==> config.mk <==
export PLATFORM = sky130hd
export DESIGN_NAME = ic_tri_feeder
export DESIGN_NICKNAME = d
export VERILOG_FILES = /design/src/rtl/ic_pkg.sv /design/src/rtl/ic_delay_line.sv /design/src/rtl/ic_tri_feeder.sv
export SDC_FILE = /design/constraint.sdc
export NUM_CORES = 2
export LEC_CHECK = 0
export ABC_AREA = 1
export BUFFER_PORTS_ARGS = -buffer_cell sky130_fd_sc_hd__buf_2
export CAP_MARGIN = 40
export CORE_AREA = 2 2 397 399
export CTS_CLUSTER_SIZE = 30
export DETAILED_ROUTE_END_ITERATION = 6
export DIE_AREA = 0 0 399 401
export GPL_ROUTABILITY_DRIVEN = 0
export SLEW_MARGIN = 30
export SYNTH_ARGS = -nofsm -noshare
export SYNTH_HDL_FRONTEND = slang
export SYNTH_HIERARCHICAL = 1
export SYNTH_SLANG_ARGS = --single-unit
==> constraint.sdc <==
create_clock -name clk -period 2.92 [get_ports clk]
set_input_delay 0.584 -clock clk [delete_from_list [all_inputs] [get_ports clk]]
set_output_delay 0.584 -clock clk [all_outputs]
set_load 0.02 [all_outputs]
==> src/rtl/ic_pkg.sv <==
// rtl/ic_pkg.sv - shared widths, vector type and FSM encoding for the triangle feeder
package ic_pkg;

    localparam int VEC_W = 96;
    localparam int TRI_W = 288;

    typedef struct packed {
        logic [31:0] z;
        logic [31:0] y;
        logic [31:0] x;
    } vec3_t;

    typedef enum logic [1:0] {
        ST_IDLE  = 2'd0,
        ST_ISSUE = 2'd1,
        ST_DRAIN = 2'd2
    } state_t;

    // Triangle words are packed {v2,v1,v0}; k selects the vertex.
    function automatic vec3_t tri_vertex(input logic [TRI_W-1:0] trig, input logic [1:0] k);
        return trig[k*VEC_W +: VEC_W];
    endfunction

endpackage

==> src/rtl/ic_delay_line.sv <==
// rtl/ic_delay_line.sv - fixed-depth shift register with synchronous clear
module ic_delay_line #(
    parameter int DEPTH = 3,
    parameter int WIDTH = 8
) (
    input  logic             clk_i,
    input  logic             clr_i,
    input  logic [WIDTH-1:0] din_i,
    output logic [WIDTH-1:0] dout_o
);

    logic [WIDTH-1:0] stage_q [DEPTH];

    always_ff @(posedge clk_i) begin
        if (clr_i) begin
            for (int i = 0; i < DEPTH; i++) begin
                stage_q[i] <= '0;
            end
        end else begin
            stage_q[0] <= din_i;
            for (int i = 1; i < DEPTH; i++) begin
                stage_q[i] <= stage_q[i-1];
            end
        end
    end

    assign dout_o = stage_q[DEPTH-1];

endmodule

==> src/rtl/ic_tri_feeder.sv <==
// rtl/ic_tri_feeder.sv - issues triangle reads for one ray and aligns sideband with the adder
module ic_tri_feeder
    import ic_pkg::*;
#(
    parameter int ADD_LAT = 3,
    parameter int TRI_AW  = 16
) (
    input  logic              clk,
    input  logic              rst,
    input  logic              ray_valid,
    output logic              ray_ready,
    input  logic [VEC_W-1:0]  ray_orig,
    input  logic [VEC_W-1:0]  ray_dir,
    input  logic [TRI_AW-1:0] ray_tri_base,
    input  logic [TRI_AW-1:0] ray_tri_count,
    output logic              mem_rd_en,
    output logic [TRI_AW-1:0] mem_rd_addr,
    input  logic [TRI_W-1:0]  mem_rd_data,
    output logic [VEC_W-1:0]  v0,
    output logic [VEC_W-1:0]  v1,
    output logic [VEC_W-1:0]  v2,
    output logic [VEC_W-1:0]  orig,
    input  logic              pp_stall,
    output logic              sb_valid,
    output logic [TRI_AW-1:0] sb_tri_id,
    output logic              sb_last,
    output logic [VEC_W-1:0]  sb_dir,
    output logic              done
);

    localparam int SB_W = 1 + TRI_AW + 1 + VEC_W;

    state_t              state_q, state_d;
    logic [TRI_AW-1:0]   idx_q, idx_d;
    logic [TRI_AW:0]     inflight_q, inflight_d;
    logic [TRI_AW-1:0]   base_q, count_q;
    vec3_t               ray_orig_q, dir_q;
    logic                accept;
    logic                last_issue;

    logic                rd_pend_q;
    logic [TRI_AW-1:0]   pend_id_q;
    logic                pend_last_q;
    logic [VEC_W-1:0]    v0_q, v1_q, v2_q, orig_q;
    logic [SB_W-1:0]     sb_stage_q;
    logic [SB_W-1:0]     sb_out;

    assign last_issue  = (idx_q == (count_q - TRI_AW'(1)));
    assign mem_rd_addr = base_q + idx_q;

    always_comb begin
        state_d   = state_q;
        idx_d     = idx_q;
        ray_ready = 1'b0;
        mem_rd_en = 1'b0;
        done      = 1'b0;
        accept    = 1'b0;
        case (state_q)
            ST_IDLE: begin
                ray_ready = 1'b1;
                if (ray_valid) begin
                    accept  = 1'b1;
                    idx_d   = '0;
                    state_d = (ray_tri_count != '0) ? ST_ISSUE : ST_DRAIN;
                end
            end
            ST_ISSUE: begin
                if (!pp_stall) begin
                    mem_rd_en = 1'b1;
                    idx_d     = idx_q + TRI_AW'(1);
                    if (last_issue) begin
                        state_d = ST_DRAIN;
                    end
                end
            end
            ST_DRAIN: begin
                if (inflight_q == '0) begin
                    done    = 1'b1;
                    state_d = ST_IDLE;
                end
            end
            default: state_d = ST_IDLE;
        endcase
    end

    // In-flight spans issue up to the sideband leaving the delay line.
    always_comb begin
        inflight_d = inflight_q;
        case ({mem_rd_en, sb_valid})
            2'b10:   inflight_d = inflight_q + (TRI_AW+1)'(1);
            2'b01:   inflight_d = inflight_q - (TRI_AW+1)'(1);
            default: inflight_d = inflight_q;
        endcase
    end

    always_ff @(posedge clk) begin
        if (rst) begin
            state_q     <= ST_IDLE;
            idx_q       <= '0;
            inflight_q  <= '0;
            base_q      <= '0;
            count_q     <= '0;
            ray_orig_q  <= '0;
            dir_q       <= '0;
            rd_pend_q   <= 1'b0;
            pend_id_q   <= '0;
            pend_last_q <= 1'b0;
            v0_q        <= '0;
            v1_q        <= '0;
            v2_q        <= '0;
            orig_q      <= '0;
            sb_stage_q  <= '0;
        end else begin
            state_q     <= state_d;
            idx_q       <= idx_d;
            inflight_q  <= inflight_d;
            if (accept) begin
                base_q     <= ray_tri_base;
                count_q    <= ray_tri_count;
                ray_orig_q <= ray_orig;
                dir_q      <= ray_dir;
            end
            rd_pend_q   <= mem_rd_en;
            pend_id_q   <= mem_rd_addr;
            pend_last_q <= mem_rd_en & last_issue;
            // Memory data arrives the cycle after the strobe; operands and the
            // first sideband stage load together so they stay aligned.
            if (rd_pend_q) begin
                v0_q   <= tri_vertex(mem_rd_data, 2'd0);
                v1_q   <= tri_vertex(mem_rd_data, 2'd1);
                v2_q   <= tri_vertex(mem_rd_data, 2'd2);
                orig_q <= ray_orig_q;
            end
            sb_stage_q <= rd_pend_q ? {1'b1, pend_id_q, pend_last_q, dir_q} : '0;
        end
    end

    ic_delay_line #(
        .DEPTH (ADD_LAT),
        .WIDTH (SB_W)
    ) u_sb_line (
        .clk_i  (clk),
        .clr_i  (rst),
        .din_i  (sb_stage_q),
        .dout_o (sb_out)
    );

    assign {sb_valid, sb_tri_id, sb_last, sb_dir} = sb_out;
    assign v0   = v0_q;
    assign v1   = v1_q;
    assign v2   = v2_q;
    assign orig = orig_q;

endmodule

==> results.py <==
metrics = {
    "run_status": {
        "run_status": "complete, but fails checks",
        "violations": "design-rule violations, negative setup slack",
    },
    "global_route": {
        "grt_pass1_wl_um": 229000,
        "grt_start_max_net_pins": 205,
        "grt_antenna_before_repair": 97,
        "globalRouteOverflowTotal": 0,
        "first_global_vias": 31500,
        "grtUsageTotal": 0.199,
    },
    "logic_synthesis": {
        "synth.avg_cell_area_um2": 8.16,
        "net_count_after_synthesis": 5229,
        "yosys.cell_types.count": 45,
        "postSynthRegisterBits": 1117,
        "syn_area_um2": 38200,
        "synthDominantCellAreaShare": 0.586,
        "post-synth-top-area-cell": "dfxtp_1",
        "portion_of_the_post_synthesis_area_used_by_sequential_elements": 0.586,
        "post_synth_inst_count": 4678,
        "post_synth_main_area_contributors": "dfxtp_1 59%, nor2_1 15%, o21ai_0 8.4%",
        "yosys_warnings": 6,
    },
    "critical_path": {
        "critPathMostFrequentCell": "nand2_2",
        "worst_ep_required_time_ps": 2340,
        "worst-setup-path-type": "reg2out",
        "worstPathCellList": "ha_4 -> inv_2 -> fa_2 -> nand3b_1 -> nand2_2 -> a21boi_2 -> nor2_1 -> inv_1 -> nand3_2 -> nand2_2 -> o21ai_2 -> xor2_1 -> buf_4",
        "register_to_register_path_setup_slack_ps": 270,
        "timing.critical_path.slowest_cell_delay_ps": 360,
        "number_of_buffers_and_inverters_on_the_critical_path": 3,
        "crit-reg2reg-launch": "state_q[0]",
        "crit_path_start": "base_q[0]",
        "critical_path.reg2reg.endpoint": "inflight_q[16]",
        "worst_path_max_delay_cell": "dfxtp_2",
        "endpoint_kind": "primary output",
        "critPathMaxFanout": 3,
        "critical_path_arrival_ps": 2810,
        "startpoint_type": "flip-flop",
        "reg2reg_depth": 16,
        "cpLargestDelayFamily": "simple AND/OR/NAND/NOR gates",
    },
    "cts": {
        "ctsLongestPathBuffers": 3,
        "clock_net_sink_count": 1117,
        "path_clk_slew_ps": 60,
        "clkLatencyLatePin_ps": 780,
        "htreeDepth": 3,
        "tritoncts.num_buffers": 120,
        "cts_tree": "built",
        "clockRootBuffer": "clkbuf_16",
    },
    "floorplanning": {
        "die_height_um": 401,
        "die_w_um": 399,
        "rows": 145,
        "initial_core_util": 0.245,
        "floorplan.core_area_um2": 156000,
        "ioPinCount": 1033,
        "die-area_um2": 160000,
    },
    "sta": {
        "rsz_0062_raised_after_global_routing": "yes",
        "slew_viol_final": 0,
        "finalWorstSetupSlack_ps": -470,
        "worstMarginPinSlew_ps": 1070,
        "fmaxAchievable_mhz": 295,
        "finalSetupTns_ps": -2850,
        "fin_worst_skew_ps": 91.7,
        "max-slew-margin-rel": 0.284,
        "hold_violations_final": 0,
        "min_period_over_period": 1.16,
        "period_minus_slack_ps": 3390,
        "setup_viol_count_final": 10,
    },
    "finish": {
        "layout.nets": 6185,
        "drive_gt1_frac": 0.242,
        "area_growth_pct": 31.7,
        "most-common-layout-cells": "1535 x nor2_1, 1108 x dfxtp_1, 1021 x buf_2",
        "mostFrequentLayoutCell": "nor2_1",
        "stdcell_area_um2": 50300,
    },
    "route": {
        "post_drt_wl_per_cell_um": 21.4,
        "route.detailed.drc": 39,
        "detail_route.iter0.violations": 3431,
        "vias": 34700,
        "route.antenna.remaining_nets": 0,
        "post_drt_via_cell_ratio": 4.43,
        "dr.pass1.iters": 7,
        "finalWirelength_um": 168000,
    },
    "placement": {
        "hpwlAfterDp_um": 128000,
        "io_buf_count": 1032,
        "postPlaceCellArea_um2": 44500,
    },
    "power_and_ir_drop": {
        "power_density_nw_per_um2": 834,
        "power.ir.vdd_worst_mv": 0.574,
        "power.static_leakage_nw": 23.3,
    },
    "worst_hold_path": {
        "hold_end": "v2[31]",
        "timing.hold.worst_path_depth": 3,
        "timing.hold.worst.class": "in2reg",
        "hp-start": "mem_rd_data[223]",
    },
    "flow_run": {
        "timing.max_cap.violations": 0,
    },
}
[report_power, final]
| part | switching [mW] | internal, mW |
|---|---|---|
| combinational | 5.77 | 2.37 |
| clock | 6.63 | 9.45 |
| sequential | 0.816 | 16.9 |
| total | 13.2 | 28.7 |
[cells in the mapped netlist, drive strengths merged]
cell	n
nor2	1546
dfxtp	1117
o21ai	644
inv	556
clkbuf	209
buf	164
a21oi	153
nand2	131
ha	33
nand3	31
xor2	29
nor3	12
xnor2	8
nor4	7
nand4	6
nand3b	4
o211ai	4
o21bai	4
clkinv	3
o31ai	3
or2	3
a211oi	2
fa	2
a21boi	1
a21o	1
a221oi	1
a22oi	1
a31o	1
a31oi	1
and3	1
[repair_timing]
item / 4_1_cts / 5_1_grt
setup buffers: 20 / 3
pin swaps: 11 / 7
setup endpoints to repair: 14 / 17
gates resized for setup: 53 / 18
hold buffers: 90 / 0
endpoints found under the hold margin: 90 / 0
[worst reg2reg max path: cells and delay by family (launching register included)]
family,cells,cell delay (ps)
flip-flops,1,390
AO/OA/AOI/OAI,4,510
buffers and inverters,4,480
XOR/XNOR,1,150
AND/OR/NAND/NOR,5,420
adder cells (fa/ha/maj),2,580
[per-layer routing]
| metal | wire length, um | up-vias | global-route usage | part of all wire |
|---|---|---|---|---|
| li1 | - | 16200 | - | - |
| met1 | 67600 | 16100 | 0.240 | 0.40 |
| met2 | 66600 | 1783 | 0.278 | 0.40 |
| met3 | 26300 | 508 | 0.132 | 0.16 |
| met4 | 6770 | 82 | 0.0700 | 0.040 |
| met5 | 1000 | - | 0.0336 | 0.0060 |
[final cells by class]
cell class	instances	area, um^2
Sequential cell	1117	22400
Tap cell	2058	2570
Multi-Input combinational cell	2629	11800
Antenna cell	59	148
Clock inverter	51	792
Timing Repair Buffer	1207	6970
Inverter	559	2120
Fill cell	16300	105000
Clock buffer	167	3450
[registers in the layout (all words and copies together), names as in the netlist]
name,count
v0,96
inflight_q,17
orig,96
dir_q,96
u_sb_line/stage_q,342
count_q,16
rd_pend_q,1
sb_stage_q,114
v2,96
ray_orig_q,96
v1,96
state_q,2
base_q,16
idx_q,16
pend_id_q,16
pend_last_q,1
[cell families after synthesis]
family / after synthesis / synth area share
AOI/OAI and AO/OA: 816 / 0.108
adders and majority gates: 35 / 0.0119
and+or+nand+nor: 1741 / 0.176
DFF: 1117 / 0.586
buffers and inverters: 932 / 0.109
xor gates and xnor gates: 37 / 0.00849
[per-stage QoR]
step                setup slack [ps]  cells   util  hold WS, ps  total power [mW]
floorplan                        188   4678      -          388              22.3
global placement                22.7   7457  0.286          389              25.5
detailed placement              9.47   7457  0.286          392              25.7
CTS                             -519   7784  0.321        0.634              42.1
global route                    -636   7819  0.322         30.8              43.7
finish                          -470   7847  0.323         54.8              41.9
[worst max path at each step]
stage	endpoint	slack, ps	cells past startpoint
2_1_floorplan	inflight_q[10]	190	13
3_3_place_gp	inflight_q[10]	20	14
3_5_place_dp	inflight_q[14]	9	14
4_1_cts	mem_rd_addr[12]	-520	13
5_1_grt	mem_rd_addr[12]	-640	13
6_report	mem_rd_addr[12]	-470	13
(Power assumes the default switching activity.)
